==> config.mk <==
export PLATFORM = sky130hd
export DESIGN_NAME = pe_array_sequencer_flat
export DESIGN_NICKNAME = d
export VERILOG_FILES = /design/src/rtl/pe_array_sequencer_if.sv /design/src/rtl/pe_array_sequencer.sv /design/src/flat_wrapper.sv
export SDC_FILE = /design/constraint.sdc
export NUM_CORES = 1
export LEC_CHECK = 0
export CELL_PAD_IN_SITES_DETAIL_PLACEMENT = 1
export CELL_PAD_IN_SITES_GLOBAL_PLACEMENT = 2
export CORE_ASPECT_RATIO = 1.25
export CORE_MARGIN = 2
export CORE_UTILIZATION = 37
export CTS_CLUSTER_DIAMETER = 30
export CTS_CLUSTER_SIZE = 40
export DETAILED_ROUTE_END_ITERATION = 12
export PLACE_DENSITY_LB_ADDON = 0.1
export SLEW_MARGIN = 10
export SYNTH_ARGS = -nofsm -noshare
export SYNTH_HDL_FRONTEND = slang
export SYNTH_SLANG_ARGS = --single-unit
export TNS_END_PERCENT = 10
==> constraint.sdc <==
create_clock -name CLK -period 5.3 [get_ports CLK]
set_input_delay 1.06 -clock CLK [delete_from_list [all_inputs] [get_ports CLK]]
set_output_delay 1.06 -clock CLK [all_outputs]
set_load 0.01 [all_outputs]
==> src/rtl/pe_array_sequencer_if.sv <==
// Host/array handshake bundle for the PE array sequencer.
// The slave modport is the sequencer; the master modport is the host plus the array's ready line.
interface pe_array_sequencer_if #(
   parameter int COMMAND_WIDTH = 4,
   parameter int STEP_W        = 8
);
   logic                     start;
   logic [STEP_W-1:0]        num_steps;
   logic                     abort;
   logic                     ready;
   logic [COMMAND_WIDTH-1:0] command_to_execute;
   logic [1:0]               shift_direction;
   logic                     array_ack;
   logic                     busy;
   logic                     done;
   logic                     error;
   logic [STEP_W-1:0]        step_count;

   modport master (
      output start, num_steps, abort, ready,
      input  command_to_execute, shift_direction, array_ack, busy, done, error, step_count
   );

   modport slave (
      input  start, num_steps, abort, ready,
      output command_to_execute, shift_direction, array_ack, busy, done, error, step_count
   );
endinterface

==> src/rtl/pe_array_sequencer.sv <==
// Walks the systolic multiply sequence LOAD, (MAC, SHIFT_A, SHIFT_B) x N on the PE array bus,
// closing a ready/ack handshake per command with a per-command timeout and synchronous abort.
module pe_array_sequencer #(
   parameter int COMMAND_WIDTH  = 4,
   parameter int STEP_W         = 8,
   parameter int TIMEOUT_CYCLES = 1024
) (
   input logic CLK,
   input logic RST_N,
   pe_array_sequencer_if.slave bus
);

   localparam logic [COMMAND_WIDTH-1:0] CMD_NOP     = COMMAND_WIDTH'(0);
   localparam logic [COMMAND_WIDTH-1:0] CMD_LOAD    = COMMAND_WIDTH'(1);
   localparam logic [COMMAND_WIDTH-1:0] CMD_MAC     = COMMAND_WIDTH'(2);
   localparam logic [COMMAND_WIDTH-1:0] CMD_SHIFT_A = COMMAND_WIDTH'(3);
   localparam logic [COMMAND_WIDTH-1:0] CMD_SHIFT_B = COMMAND_WIDTH'(4);

   localparam logic [1:0] DIR_UP   = 2'd0;
   localparam logic [1:0] DIR_LEFT = 2'd2;

   localparam int                WAIT_W    = $clog2(TIMEOUT_CYCLES);
   localparam logic [WAIT_W-1:0] WAIT_LAST = WAIT_W'(TIMEOUT_CYCLES - 1);

   typedef enum logic [1:0] {
      S_IDLE,
      S_ISSUE,
      S_ACK,
      S_FIN
   } state_t;

   state_t                   state;
   logic [COMMAND_WIDTH-1:0] cur_cmd;
   logic [STEP_W-1:0]        n_latched;
   logic [WAIT_W-1:0]        wait_count;

   logic [COMMAND_WIDTH-1:0] next_cmd;
   logic                     seq_end;
   logic [STEP_W-1:0]        step_next;

   function automatic logic [1:0] dir_for(input logic [COMMAND_WIDTH-1:0] cmd);
      return (cmd == CMD_SHIFT_A) ? DIR_LEFT : DIR_UP;
   endfunction

   // cur_cmd remembers the acknowledged command because the bus shows NOP during ACK
   always_comb begin
      next_cmd  = CMD_MAC;
      seq_end   = 1'b0;
      step_next = bus.step_count + STEP_W'(1);
      case (cur_cmd)
         CMD_LOAD:    seq_end  = (n_latched == '0);
         CMD_MAC:     next_cmd = CMD_SHIFT_A;
         CMD_SHIFT_A: next_cmd = CMD_SHIFT_B;
         CMD_SHIFT_B: seq_end  = (step_next == n_latched);
         default:     seq_end  = 1'b1;
      endcase
   end

   always_ff @(posedge CLK or negedge RST_N) begin
      if (!RST_N) begin
         state                  <= S_IDLE;
         cur_cmd                <= CMD_NOP;
         n_latched              <= '0;
         wait_count             <= '0;
         bus.command_to_execute <= CMD_NOP;
         bus.shift_direction    <= DIR_UP;
         bus.array_ack          <= 1'b0;
         bus.busy               <= 1'b0;
         bus.done               <= 1'b0;
         bus.error              <= 1'b0;
         bus.step_count         <= '0;
      end else begin
         bus.array_ack <= 1'b0;
         bus.done      <= 1'b0;
         case (state)
            S_IDLE: begin
               if (bus.start) begin
                  state                  <= S_ISSUE;
                  cur_cmd                <= CMD_LOAD;
                  bus.command_to_execute <= CMD_LOAD;
                  bus.shift_direction    <= DIR_UP;
                  bus.busy               <= 1'b1;
                  n_latched              <= bus.num_steps;
                  bus.step_count         <= '0;
                  bus.error              <= 1'b0;
                  wait_count             <= '0;
               end
            end
            // Abort outranks ready, which outranks the timeout
            S_ISSUE: begin
               if (bus.abort) begin
                  state                  <= S_IDLE;
                  bus.command_to_execute <= CMD_NOP;
                  bus.shift_direction    <= DIR_UP;
                  bus.busy               <= 1'b0;
               end else if (bus.ready) begin
                  state                  <= S_ACK;
                  bus.command_to_execute <= CMD_NOP;
                  bus.shift_direction    <= DIR_UP;
                  bus.array_ack          <= 1'b1;
               end else if (wait_count == WAIT_LAST) begin
                  state                  <= S_IDLE;
                  bus.command_to_execute <= CMD_NOP;
                  bus.shift_direction    <= DIR_UP;
                  bus.busy               <= 1'b0;
                  bus.error              <= 1'b1;
               end else begin
                  wait_count <= wait_count + WAIT_W'(1);
               end
            end
            S_ACK: begin
               if (bus.abort) begin
                  state    <= S_IDLE;
                  bus.busy <= 1'b0;
               end else begin
                  if (cur_cmd == CMD_SHIFT_B) begin
                     bus.step_count <= step_next;
                  end
                  if (seq_end) begin
                     state    <= S_FIN;
                     bus.done <= 1'b1;
                  end else begin
                     state                  <= S_ISSUE;
                     cur_cmd                <= next_cmd;
                     bus.command_to_execute <= next_cmd;
                     bus.shift_direction    <= dir_for(next_cmd);
                     wait_count             <= '0;
                  end
               end
            end
            S_FIN: begin
               state    <= S_IDLE;
               bus.busy <= 1'b0;
            end
            default: begin
               state                  <= S_IDLE;
               bus.command_to_execute <= CMD_NOP;
               bus.shift_direction    <= DIR_UP;
               bus.busy               <= 1'b0;
            end
         endcase
      end
   end

endmodule

==> src/flat_wrapper.sv <==
// flat-port wrapper written by rule: the top's interface ports become plain ports
module pe_array_sequencer_flat 
#(
   parameter int COMMAND_WIDTH  = 4,
   parameter int STEP_W         = 8,
   parameter int TIMEOUT_CYCLES = 1024
)
  (CLK, RST_N, bus_start, bus_num_steps, bus_abort, bus_ready, bus_command_to_execute, bus_shift_direction, bus_array_ack, bus_busy, bus_done, bus_error, bus_step_count);
  pe_array_sequencer_if #(.COMMAND_WIDTH(COMMAND_WIDTH), .STEP_W(STEP_W)) bus_i ();
  input logic CLK;
  input logic RST_N;
  input wire logic [$bits(bus_i.start)-1:0] bus_start;
  input wire logic [$bits(bus_i.num_steps)-1:0] bus_num_steps;
  input wire logic [$bits(bus_i.abort)-1:0] bus_abort;
  input wire logic [$bits(bus_i.ready)-1:0] bus_ready;
  output wire logic [$bits(bus_i.command_to_execute)-1:0] bus_command_to_execute;
  output wire logic [$bits(bus_i.shift_direction)-1:0] bus_shift_direction;
  output wire logic [$bits(bus_i.array_ack)-1:0] bus_array_ack;
  output wire logic [$bits(bus_i.busy)-1:0] bus_busy;
  output wire logic [$bits(bus_i.done)-1:0] bus_done;
  output wire logic [$bits(bus_i.error)-1:0] bus_error;
  output wire logic [$bits(bus_i.step_count)-1:0] bus_step_count;
  assign bus_i.start = bus_start;
  assign bus_i.num_steps = bus_num_steps;
  assign bus_i.abort = bus_abort;
  assign bus_i.ready = bus_ready;
  assign bus_command_to_execute = bus_i.command_to_execute;
  assign bus_shift_direction = bus_i.shift_direction;
  assign bus_array_ack = bus_i.array_ack;
  assign bus_busy = bus_i.busy;
  assign bus_done = bus_i.done;
  assign bus_error = bus_i.error;
  assign bus_step_count = bus_i.step_count;
  pe_array_sequencer #(.COMMAND_WIDTH(COMMAND_WIDTH), .STEP_W(STEP_W), .TIMEOUT_CYCLES(TIMEOUT_CYCLES)) u_core (.CLK(CLK), .RST_N(RST_N), .bus(bus_i));
endmodule
**Word level (Yosys, flattened, before mapping)**

Cells that the tools add are included.

- Div/mod/pow operators: 0
- Reduce and logical (&&, ||, !) cells: 14
- Multipliers: 0
- Eq/ne operators: 22
- Magnitude comparators: 0
- Bitwise logic cells: 0
- Add/sub/neg operators: 2
- Mux-type cells: 52
- Shift-type cells: 0

Operator list:

| operator | count |
|---|---|
| $mux 10 | 6 |
| $pmux 10 s3 | 1 |
| $mux 2 | 12 |
| $mux 4 | 6 |
| $mux 8 | 3 |
| $pmux 8 s2 | 1 |
| $mux 1 | 15 |
| $ne 2x2->1 const B | 7 |
| $pmux 4 s3 | 1 |
| $reduce_and 4->1 | 3 |
| $add 10x1->10 const B | 1 |
| $eq 10x10->1 const B | 1 |
| $reduce_and 5->1 | 2 |
| $add 8x1->8 const B | 1 |
| $eq 4x2->1 const B | 2 |
| $eq 8x8->1 | 1 |
| $logic_not 8->1 | 1 |
| $pmux 2 s4 | 1 |
| $pmux 4 s2 | 1 |
| $reduce_and 7->1 | 1 |
| $pmux 2 s3 | 1 |
| $pmux 3 s2 | 1 |
| $eq 2x2->1 const B | 2 |
| $eq 4x1->1 const B | 1 |
| 15 further kinds | 18 |

- Logic and storage cells: 101
- Output and inout port bits: 18
- Memories kept: 0
- ROM bits: 0
- Bits of input ports: 13
- Bits in latches: 0
- Bits in writable memories: 0
- Register bits: 42

**Logic depth before layout (Yosys ltp)**

Gate-level depths: netlist of run 1.

- Depth after elaboration: 7
- Mapped depth: 8

**Worst setup path after synthesis of run 1**

OpenSTA, ideal clock, no wires.

- Path kind: register to register
- Start point: register u_core.bus.step_count[0]
- End point: register u_core.wait_count[0]
- Setup slack: 2.780 ns
- Cell stages (with the launch flop): 9
- Arrival: 2.395 ns
- Period minus slack after synthesis: 2.520 ns
- Path buffers: 1
- Cells stage by stage: dfrtp_1 > ha_1 > and3_1 > buf_4 > xnor2_1 > mux2_2 > o32a_4 > o21ai_4 > mux2_4

- Longest elaborated chain between the ends: 5

RTL lines:

| what | line | source |
|---|---|---|
| start: declaration | pe_array_sequencer_if.sv:26 | `output command_to_execute, shift_direction, array_ack, busy, done, error, step_count` |
| start signal: assignment | pe_array_sequencer.sv:117 | `bus.step_count <= step_next;` |
| $add 8x1->8 | pe_array_sequencer.sv:49 | `step_next = bus.step_count + STEP_W'(1);` |
| $eq 8x8->1 | pe_array_sequencer.sv:54 | `CMD_SHIFT_B: seq_end = (step_next == n_latched);` |
| $pmux 1 s3 | pe_array_sequencer.sv:50 | `case (cur_cmd)` |
| $ne 2x2->1 (no source line) | n/a |  |
| $reduce_and 7->1 (no source line) | n/a |  |
| end signal: assignment | pe_array_sequencer.sv:108 | `wait_count <= wait_count + WAIT_W'(1);` |
| end: declaration | pe_array_sequencer.sv:35 | `logic [WAIT_W-1:0] wait_count;` |

No other way between the ends.
A chain may end at the register's enable or synchronous reset.

**Worst setup path after layout of run 1**

- Start point: input bus_start
- End point: register u_core.bus.step_count[3]

- Longest elaborated chain between the ends: 2

RTL lines:

| what | line | source |
|---|---|---|
| start: declaration | flat_wrapper.sv:12 | `input wire logic [$bits(bus_i.start)-1:0] bus_start;` |
| $ne 2x2->1 (no source line) | n/a |  |
| $reduce_and 4->1 (no source line) | n/a |  |

No other way between the ends.

==> summary.md, run 1 <==
| Metric | Value |
|---|---|
| Remaining global-route overflow | 0 |
| Cts repair resizes | 0 |
| IO Count | 31 |
| Hold Fails Final Rpt | 0 |
| CTS Root Buffer Type | clkbuf_8 |
| Number of CTS-inserted buffers | 5 |
| Worst-Skew Late Latency | 310 ps |
| Die outline height | 93.8 um |
| Startpoint of the most critical register-to-register path | u_core.bus.step_count[0] |
| Kind of capture point of the worst setup path | flop |
| HPWL Detailed | 4.72 mm |
| Slew at the pin closest to its max-slew limit | 923 ps |
| Timing-limited maximum frequency | 341 MHz |
| Setup violators final | 0 |
| Number of setup buffers added after CTS | 0 |
| Post-route antenna net violation count | 0 |
| Sequential share of power | 39.2% |
| Via count of the first global-routing pass | 2,231 |
| Number of clock sinks | 39 |
| Global-route wire length before repair | 11.1 mm |
| Worst hold start | u_core.bus.busy |
| TritonCTS clock tree | yes |
| Total negative setup slack | 0 ps |
| Relative contribution of the clock network to total power | 18.1% |
| Starting Density | 38.4% |
| Final worst-path cycle share | 55.3% |
| Fraction of layout cells with a size suffix above 1 | 8.48% |
| Sequential cell area fraction in the yosys report | 40.9% |
| Overall routed net length | 6.40 mm |
| DP Area | 2730 um^2 |
| Path class of the lowest-slack min-delay path | flop to flop |
| Min cycle time layout | 2930 ps |
| Startpoint-to-endpoint class of the critical path | input pin to flop |
| Status | finished clean |
| First-pass iteration count of the detailed router | 4 |
| Async set-or-reset flop fraction in the synthesized netlist | 100% |
| Core ar. | 6210 um^2 |
| Number of antenna diodes | 0 |
| Overall die area | 7110 um^2 |
| Number of antenna violations at the first check in global routing | 0 |
| Maximum clock insertion buffer count | 2 |
| # H-tree levels | 2 |
| Row count | 32 |
| Area grow syn2layout | 17.7% |
| Power per cell area | 408 nW/um^2 |
| Critical path launch point type | input pin |
| DRC violation total after the first TritonRoute iteration | 107 |
| Number of DRC violations after detailed routing | 0 |
| Worst clock skew on the final layout | 6.66 ps |
| IR drop worst, VDD | 0.208 mV |
| Hold_buf cts | 0 |
| Nets | 301 |
| Chip Width | 75.8 um |
| Average wire per cell in the routed design | 17.4 um |
| P_leak | 1.14 nW |
| Internal power | 0.658 mW |
| Arrival time worst endpoint | 3160 ps |
| Largest net degree at the start of global routing | 40 |
| Critical path peak fanout | 8 |
| Start point of the critical path | bus_start |
| Non-Filler Cell Area, Final | 2810 um^2 |
| Vias per cell | 5.68 |
| Register bit total from synthesis | 39 |
| Remaining max-slew budget at the tightest pin | 38.0% |
| Required time worst endpoint | 5530 ps |
| Clock slew seen by the registers of the worst setup and hold paths | 80 ps |
| I/O Buffers | 28 |
| Gr usage total | 20.6% |
| Global placer's final weighted congestion | 0.766 |
| Post-synth top flop | dfrtp_1 |
| Total of max-cap violations | 0 |
| Vias post-DR | 2,092 |
| Post-synth cell types | 53 |
| Max Transition Viols Final | 0 |
| Share of power burned in combinational logic | 42.7% |
| Post-synth design cell area | 2390 um^2 |
| Post-Synthesis Cells | 256 |
| Unrepaired setup endpoints after global routing | no |
| Switching power as a share of total power | 42.5% |
| Post-synth EDFFs | 0 |
| Avg Cell Area, Syn | 9.32 um^2 |
| Switch Pwr | 0.487 mW |
| Warnings from Yosys | 0 |
[placed cells by master (no fill, tap or decap), types with 3 or more instances in the layout]
cell             count
ha_1                 6
nor3_1               7
nand2_1             33
o2111ai_1            3
xor2_1               4
nand2b_1             4
o31ai_1              8
clkbuf_8             5
and3_1               4
a211o_1              3
o21ai_1              4
nor2b_1              3
nand3_1             17
clkdlybuf4s50_1     27
a31oi_1              4
nor4_1               3
a21oi_1              9
o21ai_0             12
or4_1                3
o211ai_1             4
xnor2_1              5
mux2_2               9
nand4_1              3
inv_1                7
a22o_1               3
nor2_1              17
or3_1                4
dfrtp_1             39
[per-layer routing]
| metal | vias up | global-route usage (%) | share of wire (%) |
|---|---|---|---|
| li1 | 999 | - | - |
| met1 | 1052 | 25.2 | 43 |
| met2 | 34 | 35.5 | 52 |
| met3 | 7 | 3.65 | 2.7 |
| met4 | 0 | 7.31 | 2.0 |
| met5 | - | 0 | 0 |
[cell usage after synthesis, drive strengths merged, types with 2 or more instances]
| master | instances | area [um^2] |
|---|---|---|
| xor2 | 4 | 35.0 |
| mux2 | 10 | 116 |
| a211oi | 2 | 15.0 |
| inv | 7 | 26.3 |
| nand4 | 3 | 18.8 |
| dfrtp | 39 | 976 |
| o21ai | 17 | 96.4 |
| nor2b | 3 | 18.8 |
| nand2 | 33 | 124 |
| o211ai | 4 | 30.0 |
| a211o | 3 | 26.3 |
| o2111ai | 3 | 26.3 |
| o31ai | 8 | 60.1 |
| nor4 | 4 | 40.0 |
| nand2b | 4 | 25.0 |
| a31oi | 4 | 25.0 |
| nor3 | 7 | 35.0 |
| and4 | 2 | 17.5 |
| ha | 6 | 75.1 |
| xnor2 | 5 | 43.8 |
| nand3 | 17 | 85.1 |
| clkbuf | 7 | 26.3 |
| and3 | 4 | 25.0 |
| o32ai | 2 | 25.0 |
| nor2 | 17 | 63.8 |
| a22o | 3 | 26.3 |
| a21oi | 9 | 45.0 |
| or3 | 4 | 25.0 |
| a22oi | 2 | 15.0 |
| buf | 4 | 26.3 |
| or4 | 3 | 22.5 |
[worst max-delay path, cell delays in order]
cell             delay, ps
clkdlybuf4s50_1        510
nor2b_1                 70
a211oi_1               650
o21ai_1                410
nor3_1                 240
a21oi_1                 60
o21ai_0                150
[path summary, 6_finish.rpt]
| check | slack, ps | end | cells after the start |
|---|---|---|---|
| worst max-delay path | 2370 | u_core.bus.step_count[3] | 7 |
| worst min-delay path | 500 | u_core.bus.busy | 1 |
| worst max register to register | 2560 | u_core.wait_count[2] | 7 |
| worst min register to register | 500 | u_core.bus.busy | 1 |
| max in group asynchronous | 3830 | u_core.bus.command_to_execute[0] | 1 |
| min in group asynchronous | 860 | u_core.bus.error | 1 |
[registers in the layout, indices dropped and copies added, names as in the netlist]
register / flops
u_core.n_latched: 8
u_core.bus.done: 1
u_core.cur_cmd: 3
u_core.bus.step_count: 8
u_core.state: 2
u_core.wait_count: 10
u_core.bus.error: 1
u_core.bus.shift_direction: 1
u_core.bus.command_to_execute: 3
u_core.bus.array_ack: 1
u_core.bus.busy: 1
[per-stage QoR]
step | std cells | util [%] | total power [mW] | hold WS [ps] | worst slack [ps]
floorplan | 257 | - | 0.793 | 506 | 2780
global placement | 360 | 43.9 | 0.944 | 477 | 2150
detailed placement | 360 | 43.9 | 0.951 | 487 | 2080
CTS | 368 | 45.2 | 1.16 | 507 | 2370
global route | 368 | 45.2 | 1.23 | 529 | 2070
finish | 368 | 45.2 | 1.14 | 497 | 2370
[kinds of logic after synthesis]
logic type      Yosys count  share of synthesized area (%)
flops                    39                           40.9
buf+inv                  19                           3.46
mux                      10                           4.88
compound gates           68                           21.1
simple gates            103                           22.1
fa+ha+maj                 6                           3.15
xor+xnor                 10                           4.25
other cells               1                          0.157
[layout make-up]
cell class                      instances  area, um^2
Timing Repair Buffer                   29         283
Tap cell                               85         106
Sequential cell                        39         976
Fill cell                             727        3400
Inverter                                8        30.0
Clock inverter                          1        5.00
Clock buffer                            7        76.3
Multi-Input combinational cell        199        1330
[power by group through the flow]
stage	combinational [mW]	sequential (mW)	clock, mW
after detailed placement	0.495	0.456	0
after floorplan	0.356	0.437	0
after CTS	0.498	0.450	0.212
final	0.488	0.449	0.207
after global placement	0.490	0.454	0
after global routing	0.547	0.464	0.224
Power figures use the tool's default switching activity.
==> run 2, diff against run 1 <==
- CORE_UTILIZATION: 37 -> 34
- clock period: 5.3 -> 2.8 ns (I/O delays scaled with it)
==> summary.md, run 2 (synthesis results as in run 1) <==
| Metric | Value |
|---|---|
| Status | finished clean |
| Setup violators final | 0 (unchanged) |
| Number of clock sinks | 39 (unchanged) |
| Clock slew seen by the registers of the worst setup and hold paths | 80 ps (about the same) |
| Cells along the critical path | ha_1, and3_2, xnor2_2, mux2_2, o32a_4, o21ai_4, mux2_4 |
| Critical path launch point type | flop |
| Vias post-DR | 2,084 (-0.38%) |
| Grt met3 use | 3.35% (-0.30 points) |
| Number of inserted filler cells in the final layout | 845 (+16%) |
| Worst R2R Setup Slack | 170 ps (-2390 ps) |
| Kind of capture point of the worst setup path | flop |
| Power per cell area | 789 nW/um^2 (+93%) |
| HPWL Detailed | 5.09 mm (+7.8%) |
| Critical path peak fanout | 8 (unchanged) |
| Cell count after placement | 374 (+3.9%) |
| Row count | 34 (+6.3%) |
| Area occupied by registers | 976 um^2 (unchanged) |
| Commonest non-fill, non-tap cells in the layout | dfrtp_1, nand2_1, clkdlybuf4s50_1, nor2_1, nand3_1 |
| Global placer's final weighted congestion | 0.792 (+3.3%) |
| Total of max-cap violations | 0 (unchanged) |
| Arrival time worst endpoint | 2810 ps (-350 ps) |
| Min cycle time layout | 2630 ps |
| Remaining global-route overflow | 0 (unchanged) |
| TritonCTS clock tree | yes |
| Number of antenna diodes | 0 (unchanged) |
| Fraction of layout cells with a size suffix above 1 | 13.6% (+5.1 points) |
| Max Transition Viols Final | 0 (unchanged) |
| First-pass iteration count of the detailed router | 5 (+1) |
| Number of CTS-inserted buffers | 5 (unchanged) |
| Slew at the pin closest to its max-slew limit | 925 ps (+2.03 ps) |
| Startpoint of the most critical register-to-register path | u_core.bus.step_count[0] |
| Maximum clock insertion buffer count | 2 (unchanged) |
| Average wire per cell in the routed design | 17.8 um (+2.2%) |
| Nets | 313 (+4.0%) |
| Biggest regs | u_core.wait_count x10, u_core.bus.step_count x8, u_core.n_latched x8 |
| Via count of the first global-routing pass | 2,157 (-3.3%) |
| Hold_buf cts | 0 (unchanged) |
| Chip Width | 78.9 um (+4.1%) |
| Path class of the lowest-slack min-delay path | input pin to asynchronous set/reset pin |
| Area grow syn2layout | 22.2% |
| Global-route wire length before repair | 11.2 mm (+1.2%) |
| Start point of the critical path | u_core.bus.step_count[0] |
| Starting Density | 34.6% (-3.8 points) |
| Met2 Track Usage GR | 33.3% (-2.2 points) |
| P_leak | 1.21 nW (+6.0%) |
| Final Instance Count excl. Fillers | 385 (+4.6%) |
| IO Count | 31 (unchanged) |
| Gr usage total | 18.9% (-1.8 points) |
| Vias per cell | 5.41 (-4.8%) |
| I/O Buffers | 28 (unchanged) |
| Overall die area | 7710 um^2 (+8.4%) |
| Cells on worst reg2reg path | 7 (unchanged) |
| CP max stage delay | 470 ps (-180 ps) |
| Overall routed net length | 6.84 mm (+6.9%) |
| Startpoint-to-endpoint class of the critical path | flop to flop |
| Number of DRC violations after detailed routing | 0 (unchanged) |
| Most heavily used metal layer in global routing | met2 |
| Endpoint of the worst register-to-register path | u_core.wait_count[0] |
| CTS Root Buffer Type | clkbuf_8 |
| Max stage delay cell, worst path | dfrtp_1 |
| Largest net degree at the start of global routing | 40 (unchanged) |
| DRC violation total after the first TritonRoute iteration | 85 (-21%) |
| Final worst-path cycle share | 93.8% |
| Required time worst endpoint | 2980 ps (-2550 ps) |
| Worst clock skew on the final layout | 3.72 ps (-2.94 ps) |
| Number of antenna violations at the first check in global routing | 0 (unchanged) |
| Number of flip-flops in the largest register | 10 (unchanged) |
| Core ar. | 6890 um^2 (+11%) |
| Total negative setup slack | 0 ps (unchanged) |
| # H-tree levels | 2 (unchanged) |
| Global routing usage on met1 | 22.4% (-2.8 points) |
| Register containing the most flip-flops in the final layout | u_core.wait_count |
| Commonest non-fill, non-tap cell in the layout | dfrtp_1 |
| Worst-Skew Late Latency | 290 ps (-20 ps) |
| Die outline height | 97.7 um (+4.1%) |
| IR drop worst, VDD | 0.280 mV (+35%) |
| Unrepaired setup endpoints after global routing | no |
| Hold Fails Final Rpt | 0 (unchanged) |
| Footprint of the multi-input gates | 1340 um^2 (+0.66%) |
| Timing-limited maximum frequency | 381 MHz |
| Critical path destination | u_core.wait_count[0] |
| Post-route antenna net violation count | 0 (unchanged) |
| Remaining max-slew budget at the tightest pin | 38.3% (+0.34 points) |
==> run 2: final cells by class <==
type                            instances  share of cell area [%]
Multi-Input combinational cell        199                    46.0
Sequential cell                        39                    33.5
Timing Repair Buffer                   41                    12.8
Tap cell                               90                    3.86
Clock buffer                            5                    2.36
Inverter                                8                    1.03
Clock inverter                          3                   0.515
==> run 2: worst min-delay path by stage <==
| stage | startpoint | endpoint | slack (ps) | cells after the start |
|---|---|---|---|---|
| 4_1_cts | RST_N | u_core.n_latched[7] | 440 | 1 |
| 3_5_place_dp | u_core.bus.busy | u_core.bus.busy | 480 | 1 |
| 3_3_place_gp | u_core.bus.busy | u_core.bus.busy | 490 | 1 |
| 6_report | RST_N | u_core.bus.error | 400 | 1 |
| 2_1_floorplan | RST_N | u_core.bus.array_ack | 260 | 0 |
| 5_1_grt | RST_N | u_core.bus.error | 460 | 1 |
==> run 2: power breakdown <==
part / switching (mW) / total, mW / internal (mW)
clock network: 0.213 / 0.384 / 0.171
logic: 0.591 / 1.05 / 0.463
registers: 0.159 / 0.862 / 0.703
total: 0.962 / 2.30 / 1.34
==> run 2: critical path: cells and delay by family (launching register included) <==
family | cells | cell delay [ps]
multiplexers | 2 | 720
AO/OA/AOI/OAI | 2 | 650
flip-flops | 1 | 470
adder cells (fa/ha/maj) | 1 | 280
AND/OR/NAND/NOR | 1 | 240
XOR/XNOR | 1 | 160
==> run 2: timing repair <==
| action | 4_1_cts | 5_1_grt |
|---|---|---|
| setup buffers | 0 | 3 |
| setup endpoints to repair | 0 | 1 |
| gates resized for setup | 0 | 2 |
==> run 2: layer usage <==
layer,vias to the layer above,part of all wire [%]
met5,-,0
met4,0,2.1
met3,10,2.5
met2,36,52
met1,1018,44
li1,1020,-
==> run 2: through the flow <==
stage	worst slack (ps)	utilization [%]	hold slack (ps)	power, mW	area [um^2]
floorplan	280	-	264	1.50	2390
detailed placement	134	40.6	484	1.90	2800
global placement	224	40.6	491	1.88	2800
global route	36.5	42.3	463	2.48	2920
finish	172	42.3	400	2.30	2920
CTS	97.3	41.8	436	2.30	2880
==> run 3, diff against run 2 <==
- CORE_MARGIN: 2 -> 1
==> summary.md, run 3 (synthesis results as in run 1) <==
| Metric | Value |
|---|---|
| Total negative setup slack | 0 ps (unchanged) |
| Slew at the pin closest to its max-slew limit | 918 ps (-7.61 ps) |
| CTS Root Buffer Type | clkbuf_8 |
| Largest net degree at the start of global routing | 40 (unchanged) |
| Power per cell area | 785 nW/um^2 (-0.47%) |
| Buffers & Inverters on Critical Path | 0 (unchanged) |
| Gr usage total | 20.7% (+1.9 points) |
| Required time worst endpoint | 2980 ps (about the same) |
| DRC violation total after the first TritonRoute iteration | 67 (-21%) |
| Number of clock sinks | 39 (unchanged) |
| Number of antenna violations at the first check in global routing | 0 (unchanged) |
| CP delay by family, top | multiplexers |
| Maximum clock insertion buffer count | 2 (unchanged) |
| Path class of the lowest-slack min-delay path | input pin to asynchronous set/reset pin |
| Post-route antenna net violation count | 0 (unchanged) |
| Worst-Skew Late Latency | 290 ps (about the same) |
| Startpoint-to-endpoint class of the critical path | flop to flop |
| Cells along the critical path | ha_1, and3_1, xnor2_1, mux2_2, o32a_4, o21ai_4, mux2_4 |
| Max Transition Viols Final | 0 (unchanged) |
| Global-route wire length before repair | 11.7 mm (+4.2%) |
| Overall routed net length | 6.69 mm (-2.2%) |
| Average wire per cell in the routed design | 17.6 um (-0.88%) |
| Max stage delay cell, worst path | dfrtp_1 |
| First-pass iteration count of the detailed router | 4 (-1) |
| Hold Fails Final Rpt | 0 (unchanged) |
| Nets | 312 (-0.32%) |
| I/O Buffers | 28 (unchanged) |
| Biggest regs | u_core.wait_count x10, u_core.bus.step_count x8, u_core.n_latched x8 |
| DP Area | 2810 um^2 (+0.40%) |
| IR drop worst, VDD | 0.366 mV (+31%) |
| Area grow syn2layout | 21.5% |
| Number of flip-flops in the largest register | 10 (unchanged) |
| Worst clock skew on the final layout | 8.84 ps (+5.11 ps) |
| Number of antenna diodes | 0 (unchanged) |
| Remaining max-slew budget at the tightest pin | 38.8% (+0.51 points) |
| Cell count after placement | 373 (-0.27%) |
| Timing-limited maximum frequency | 373 MHz (-1.9%) |
| Worst path depth | 7 (unchanged) |
| Register containing the most flip-flops in the final layout | u_core.wait_count |
| Critical path launch point type | flop |
| Kind of capture point of the worst setup path | flop |
| Starting Density | 35.7% (+1.0 points) |
| Number of CTS-inserted buffers | 5 (unchanged) |
| Hold_buf cts | 0 (unchanged) |
| Core ar. | 6690 um^2 (-2.9%) |
| Commonest non-fill, non-tap cell in the layout | dfrtp_1 |
| Min cycle time layout | 2680 ps (+52.1 ps) |
| Unrepaired setup endpoints after global routing | no |
| Status | finished clean |
| Vias per cell | 5.53 (+2.2%) |
| HPWL Detailed | 4.96 mm (-2.6%) |
| TritonCTS clock tree | yes |
| Commonest non-fill, non-tap cells in the layout | dfrtp_1, nand2_1, clkdlybuf4s50_1, nor2_1, nand3_1 |
| Critical path peak fanout | 8 (unchanged) |
| Overall die area | 7360 um^2 (-4.5%) |
| Fraction of layout cells with a size suffix above 1 | 12.3% (-1.3 points) |
| Number of DRC violations after detailed routing | 0 (unchanged) |
| Arrival time worst endpoint | 2860 ps (+50 ps) |
| IO Count | 31 (unchanged) |
| Hold slack final | 394 ps (-6.79 ps) |
| Via count of the first global-routing pass | 2,286 (+6.0%) |
| Cts repair resizes | 0 (unchanged) |
| Vias post-DR | 2,102 (+0.86%) |
| Setup violators final | 0 (unchanged) |
| Clock slew seen by the registers of the worst setup and hold paths | 80 ps (about the same) |
| Chip Width | 76.9 um (-2.5%) |
| Final Instance Count excl. Fillers | 380 (-1.3%) |
| Remaining global-route overflow | 0 (unchanged) |
| Global placer's final weighted congestion | 0.799 (+0.99%) |
| Total of max-cap violations | 0 (unchanged) |
| CP max stage delay | 470 ps (about the same) |
| Cells on worst reg2reg path | 7 (unchanged) |
| P_leak | 1.20 nW (-0.71%) |
| Die outline height | 95.7 um (-2.0%) |
| Non-Filler Cell Area, Final | 2900 um^2 (-0.56%) |
| Final worst-path cycle share | 95.7% (+1.9 points) |
| Number of inserted filler cells in the final layout | 809 (-4.3%) |
| Number of setup buffers added after CTS | 0 (unchanged) |
| # H-tree levels | 2 (unchanged) |
| Row count | 33 (-2.9%) |
[run 3: final cells by class]
class,instances,area (um^2),share of cell area [%]
Timing Repair Buffer,40,365,12.6
Clock inverter,1,5.00,0.173
Multi-Input combinational cell,199,1330,45.9
Clock buffer,6,82.6,2.85
Tap cell,87,109,3.75
Sequential cell,39,976,33.7
Inverter,8,30.0,1.04
[run 3: worst paths after layout]
| kind | startpoint | end | slack (ps) |
|---|---|---|---|
| max in group asynchronous | RST_N | u_core.bus.step_count[6] | 1820 |
| min | RST_N | u_core.bus.array_ack | 390 |
| min reg2reg | u_core.bus.busy | u_core.bus.busy | 510 |
| max | u_core.bus.step_count[0] | u_core.wait_count[0] | 120 |
| max reg2reg | u_core.bus.step_count[0] | u_core.wait_count[0] | 120 |
| min in group CLK | u_core.bus.busy | u_core.bus.busy | 510 |
[run 3: per-layer routing]
metal  vias to the layer above  global-route usage, %  wire length, um
li1                       1015                      -                -
met1                      1051                   22.9             2840
met2                        26                   40.3             3620
met3                        10                   3.06              134
met4                         0                   7.05              103
met5                         -                      0                0
[run 3: worst register-to-register path, stage by stage, from the launching register on]
cell	delay, ps
dfrtp_1	470
ha_1	260
and3_1	300
xnor2_1	170
mux2_2	410
o32a_4	370
o21ai_4	260
mux2_4	330
[run 3: power by group]
group	total, mW	switching [mW]	internal, mW
sequential	0.857	0.154	0.703
combinational	1.02	0.584	0.434
clock	0.401	0.207	0.194
total	2.28	0.944	1.33
[run 3: metrics by stage]
stage               util (%)  power, mW  setup slack [ps]
floorplan                  -       1.50               280
global placement        42.0       1.90               213
detailed placement      42.0       1.91               164
CTS                     43.3       2.31               126
global route            43.3       2.46              7.84
finish                  43.3       2.28               120
